## config.mk

```make
export PLATFORM = sky130hd
export DESIGN_NAME = instr_fetch_unit
export DESIGN_NICKNAME = d
export VERILOG_FILES = /design/src/rtl/fetch_pkg.sv /design/src/rtl/fetch_hold_buf.sv /design/src/rtl/instr_fetch_unit.sv
export SDC_FILE = /design/constraint.sdc
export NUM_CORES = 1
export LEC_CHECK = 0
export CAP_MARGIN = 20
export CORE_UTILIZATION = 45
export DETAILED_ROUTE_END_ITERATION = 8
export PLACE_DENSITY = 0.67
export SLEW_MARGIN = 25
export SYNTH_ARGS = -nofsm -noshare
export SYNTH_HDL_FRONTEND = slang
export SYNTH_HIERARCHICAL = 1
export SYNTH_SLANG_ARGS = --single-unit
```

## constraint.sdc

```tcl
create_clock -name clk -period 2.4 [get_ports clk]
set_input_delay 0.36 -clock clk [delete_from_list [all_inputs] [get_ports clk]]
set_output_delay 0.36 -clock clk [all_outputs]
set_load 0.03 [all_outputs]
```

## src/rtl/fetch_pkg.sv

```systemverilog
// Shared types and constants for the instruction fetch stage.
package fetch_pkg;
  localparam int PC_W    = 32;
  localparam int INSTR_W = 32;

  localparam logic [PC_W-1:0] DEF_RESET_PC = 32'h0000_0000;
  localparam logic [PC_W-1:0] DEF_PC_STEP  = 32'd4;

  typedef enum logic [1:0] {IDLE, REQ, HOLD, DRAIN} FETCH_STATE_T;

  // Instructions are word aligned; the low two address bits are never fetched.
  function automatic logic [PC_W-1:0] align_pc(input logic [PC_W-1:0] pc);
    return {pc[PC_W-1:2], 2'b00};
  endfunction
endpackage

```

## src/rtl/fetch_hold_buf.sv

```systemverilog
// One-entry buffer parking a fetched instr+pc while the decode stage is stalled.
module fetch_hold_buf
  import fetch_pkg::*;
(
  input  logic               clk,
  input  logic               rst_n,
  input  logic               i_load,
  input  logic               i_clr,
  input  logic [INSTR_W-1:0] i_instr,
  input  logic [PC_W-1:0]    i_pc,
  output logic               o_valid,
  output logic [INSTR_W-1:0] o_instr,
  output logic [PC_W-1:0]    o_pc
);
  logic               r_valid;
  logic [INSTR_W-1:0] r_instr;
  logic [PC_W-1:0]    r_pc;

  // Clear wins over load so a redirect always empties the buffer.
  always_ff @(posedge clk or negedge rst_n) begin
    if (!rst_n) begin
      r_valid <= 1'b0;
      r_instr <= '0;
      r_pc    <= '0;
    end else if (i_clr) begin
      r_valid <= 1'b0;
      r_instr <= '0;
      r_pc    <= '0;
    end else if (i_load) begin
      r_valid <= 1'b1;
      r_instr <= i_instr;
      r_pc    <= i_pc;
    end
  end

  assign o_valid = r_valid;
  assign o_instr = r_instr;
  assign o_pc    = r_pc;
endmodule

```

## src/rtl/instr_fetch_unit.sv

```systemverilog
// Fetch stage: owns the PC, issues imem reads, feeds the IF/ID register,
// absorbs hazard stalls and EX redirects (one outstanding fetch at most).
module instr_fetch_unit
  import fetch_pkg::*;
#(
  parameter logic [PC_W-1:0] RESET_PC = DEF_RESET_PC,
  parameter logic [PC_W-1:0] PC_STEP  = DEF_PC_STEP
) (
  input  logic               clk,
  input  logic               rst_n,
  input  logic               stall_i,
  input  logic               redirect_valid_i,
  input  logic [PC_W-1:0]    redirect_pc_i,
  output logic               imem_req_o,
  output logic [PC_W-1:0]    imem_addr_o,
  input  logic               imem_ready_i,
  input  logic [INSTR_W-1:0] imem_rdata_i,
  output logic [INSTR_W-1:0] instr_o,
  output logic               instr_valid_o,
  output logic [PC_W-1:0]    pc_o
);
  FETCH_STATE_T       r_state, w_state_nxt;
  logic [PC_W-1:0]    r_pc, w_pc_nxt;
  logic [PC_W-1:0]    r_pend_addr;
  logic [INSTR_W-1:0] r_instr, w_instr_nxt;
  logic [PC_W-1:0]    r_pc_o, w_pc_o_nxt;
  logic               r_vld, w_vld_nxt;
  logic               w_pend_ld, w_buf_ld, w_buf_clr, w_buf_vld;
  logic [INSTR_W-1:0] w_buf_instr;
  logic [PC_W-1:0]    w_buf_pc;
  logic               w_redir;
  logic [PC_W-1:0]    w_redir_pc;

  // IDLE is the post-reset settling cycle; a redirect there is not honoured.
  assign w_redir    = redirect_valid_i && (r_state != IDLE);
  assign w_redir_pc = align_pc(redirect_pc_i);

  fetch_hold_buf u_hold_buf (
    .clk     (clk),
    .rst_n   (rst_n),
    .i_load  (w_buf_ld),
    .i_clr   (w_buf_clr),
    .i_instr (imem_rdata_i),
    .i_pc    (r_pc),
    .o_valid (w_buf_vld),
    .o_instr (w_buf_instr),
    .o_pc    (w_buf_pc)
  );

  // Next-state, next-PC and IF/ID output update; redirect > stall > ready.
  always_comb begin
    w_state_nxt = r_state;
    w_pc_nxt    = r_pc;
    w_instr_nxt = r_instr;
    w_pc_o_nxt  = r_pc_o;
    w_vld_nxt   = r_vld;
    w_pend_ld   = 1'b0;
    w_buf_ld    = 1'b0;
    w_buf_clr   = 1'b0;
    if (w_redir) begin
      w_pc_nxt    = w_redir_pc;
      w_instr_nxt = '0;
      w_vld_nxt   = 1'b0;
      w_buf_clr   = 1'b1;
      case (r_state)
        // A pending read must still complete at its original address.
        REQ:     if (!imem_ready_i) begin
                   w_state_nxt = DRAIN;
                   w_pend_ld   = 1'b1;
                 end
        HOLD:    w_state_nxt = REQ;
        DRAIN:   if (imem_ready_i) w_state_nxt = REQ;
        default: ;
      endcase
    end else begin
      case (r_state)
        IDLE: w_state_nxt = REQ;
        REQ: begin
          if (stall_i) begin
            if (imem_ready_i) begin
              w_buf_ld    = 1'b1;
              w_pc_nxt    = r_pc + PC_STEP;
              w_state_nxt = HOLD;
            end
          end else if (imem_ready_i) begin
            w_instr_nxt = imem_rdata_i;
            w_pc_o_nxt  = r_pc;
            w_vld_nxt   = 1'b1;
            w_pc_nxt    = r_pc + PC_STEP;
          end else begin
            w_vld_nxt   = 1'b0;
          end
        end
        HOLD: if (!stall_i && w_buf_vld) begin
          w_instr_nxt = w_buf_instr;
          w_pc_o_nxt  = w_buf_pc;
          w_vld_nxt   = 1'b1;
          w_buf_clr   = 1'b1;
          w_state_nxt = REQ;
        end
        DRAIN: if (imem_ready_i) w_state_nxt = REQ;
        default: w_state_nxt = IDLE;
      endcase
    end
  end

  // State, PC, pending-address latch and IF/ID output registers.
  always_ff @(posedge clk or negedge rst_n) begin
    if (!rst_n) begin
      r_state     <= IDLE;
      r_pc        <= RESET_PC;
      r_pend_addr <= '0;
      r_instr     <= '0;
      r_pc_o      <= '0;
      r_vld       <= 1'b0;
    end else begin
      r_state <= w_state_nxt;
      r_pc    <= w_pc_nxt;
      r_instr <= w_instr_nxt;
      r_pc_o  <= w_pc_o_nxt;
      r_vld   <= w_vld_nxt;
      if (w_pend_ld) r_pend_addr <= r_pc;
    end
  end

  // In DRAIN the PC already holds the redirect target, so the bus keeps the old address.
  assign imem_req_o    = (r_state == REQ) || (r_state == DRAIN);
  assign imem_addr_o   = (r_state == DRAIN) ? r_pend_addr : r_pc;
  assign instr_o       = r_instr;
  assign pc_o          = r_pc_o;
  assign instr_valid_o = r_vld;
endmodule

```

==> metrics <==
outcome=completed; Post-Syn Area=9400 µm²; Die X=147 µm; share of cells above drive strength 1=0.152; cell taking the most area after synthesis=dfrtp_1; nets=1110; setup ws final=0.0671 ns; total CTS buffers=17; DRC errors left=0; Synth Instances=877; CP bufs+invs=2; Core Util, Final=0.592; initial antenna violation count=0; Max Slew Vio Count=0; full die area=21500 µm²; Avg WL per Cell=17.4 µm; RSZ-0062 raised after global routing=false; global router's overall resource usage=0.223; Rows=52; post-route ant nets=0; GRT overflow=0; Post-synth EDFFs=0; TNS Setup=0 ns; CTS root buf=clkbuf_16; most frequent cell after synthesis=dfrtp_1; setup violators final=0; Pleak=4.98 nW; first-pass GRT wire length=38100 µm; area of the core=20400 µm²; CP max-delay cell=mux2_2; max-cap violations=0; YS warnings=6; Tcrit/Tclk final=0.972; Top Family by Delay on Critical Path=buffers and inverters; Syn-to-layout area delta=28.1%; Die Span Y=147 µm; Critical Path AT=1.97 ns; worst slack at placement=0.213 ns; flip-flop and latch count after synthesis=192; I/O pins=167; CTS Buffer Depth=2; drt first-iter violations=423; later-pin clock latency in the skew report=0.44 ns; CTS sink cnt=192; Buffers on Ports=162; Post-CTS Repair Setup Buffers=0; via count=7178; Worst-path clk slew=0.07 ns; Max H-tree Level=4; crit path kind=reg -> out; hold_ws=0.429 ns; CTS tree=done; CP endpoint kind=primary output; HP Class=in -> async; crit-path cells=ha_1, buf_12, mux2_2, dlygate4sd2_1; # diodes=0; CP Max Fanout=29; Yosys top cell area share=0.511; CP required=2.04 ns; vias in the first global route=7168; syn avg cell area=10.7 µm²; DR pass1 iterations=5; Via density=5.45; DRT Wirelength=22900 µm; Hold Fails Final Rpt=0; synth unique cells=51; global placer's final weighted congestion=0.792; register area share after synthesis=0.511; Peak VDD IR=659 µV; largest net degree at the start of global routing=65; Pwr Total=16.4 mW; CP startpoint kind=flip-flop; Max Freq=0.429 GHz; top cells by area, synth=dfrtp_1 (51%), mux2i_1 (13%), mux2_2 (6.7%); skew final=0.0116 ns; Post-synth top cells=dfrtp_1 (192), mux2i_1 (126), nor2_1 (121); Pwr Density=1360 nW/µm²; post-route minimum period=2.33 ns; Starting Density=0.462; Main synth FF type=dfrtp_1; HPWL Detailed=15100 µm; FFs w/ async S/R, synth=1.00; CP peak stage delay=0.38 ns
sequential cells by signal, summed over array words and instances (netlist names):
register and flops:
instr_o 32, instr_valid_o 1, pc_o 32, r_pc 30
r_pend_addr 30, r_state 2, u_hold_buf/o_instr 32, u_hold_buf/o_pc 32
u_hold_buf/o_valid 1
where the power goes:
group | switching [mW] | internal (mW) | leakage (nW)
clock | 1.26 | 1.57 | 0.278
combinational | 4.84 | 3.48 | 2.29
sequential | 0.883 | 4.42 | 2.41
per-stage QoR:
step                      cells  instance area [µm²]
final                      1316                12000
after detailed placement   1284                11500
after global routing       1316                12000
after CTS                  1316                12000
after global placement     1284                11500
after floorplan             880                 9410
worst register-to-register path: stages (launching register included):
cell,delay [ns]
dfrtp_1,0.36
buf_4,0.17
inv_1,0.08
ha_1,0.24
nand2b_2,0.26
buf_4,0.20
nor3_1,0.18
a311oi_1,0.08
a21oi_1,0.18
mux2_2,0.36
metal layers:
metal  vias to the layer above  wire length [µm]  track usage
met4                         0               279       0.0661
met3                        18               936       0.0344
met5                         -                 0            0
met2                       203             10900        0.361
met1                      3528             10800        0.309
li1                       3429                 -            -
cells in the final DEF (no fill, tap or decap), types with 22 or more instances in the layout:
| cell | count |
|---|---|
| dfrtp_1 | 192 |
| a21oi_1 | 56 |
| nor2_1 | 119 |
| nand2_1 | 58 |
| clkdlybuf4s50_1 | 130 |
| buf_4 | 47 |
| mux2_2 | 56 |
| mux2i_1 | 126 |
| dlygate4sd2_1 | 22 |
| o31ai_1 | 33 |
logic make-up after synthesis:
group	count (synthesis)	synth area share
AO/OA/AOI/OAI	160	0.110
multiplexers	186	0.206
AND/OR/NAND/NOR	248	0.119
flip-flops	192	0.511
adder cells (fa/ha/maj)	7	0.00932
buffers and inverters	83	0.0449
other	1	0.000399
layout make-up:
class                           count  area [µm²]
Timing Repair Buffer              210        2050
Sequential cell                   192        4800
Multi-Input combinational cell    605        4250
Clock buffer                       20         447
Clock inverter                     11         129
Inverter                            8        30.0
Tap cell                          270         338
Fill cell                        1789        8320
what timing repair did:
action	4_1_cts	5_1_grt
gates resized for setup	22	0
setup endpoints to repair	22	0
hold buffers	1	0
endpoints found under the hold margin	41	0
path summary, 6_finish.rpt:
kind                                  start               to  slack (ns)  cells after the start
worst min register to register  instr_o[16]      instr_o[16]        0.47                      2
worst min-delay path                  rst_n      instr_o[20]        0.43                      2
worst max-delay path             r_state[1]  imem_addr_o[31]        0.07                      4
worst max register to register   r_state[1]       r_state[0]        0.20                      9
min in group clk                instr_o[16]      instr_o[16]        0.47                      2
max in group asynchronous             rst_n         r_pc[31]        1.26                      3
Note: power is estimated with default switching activity, not from simulation.
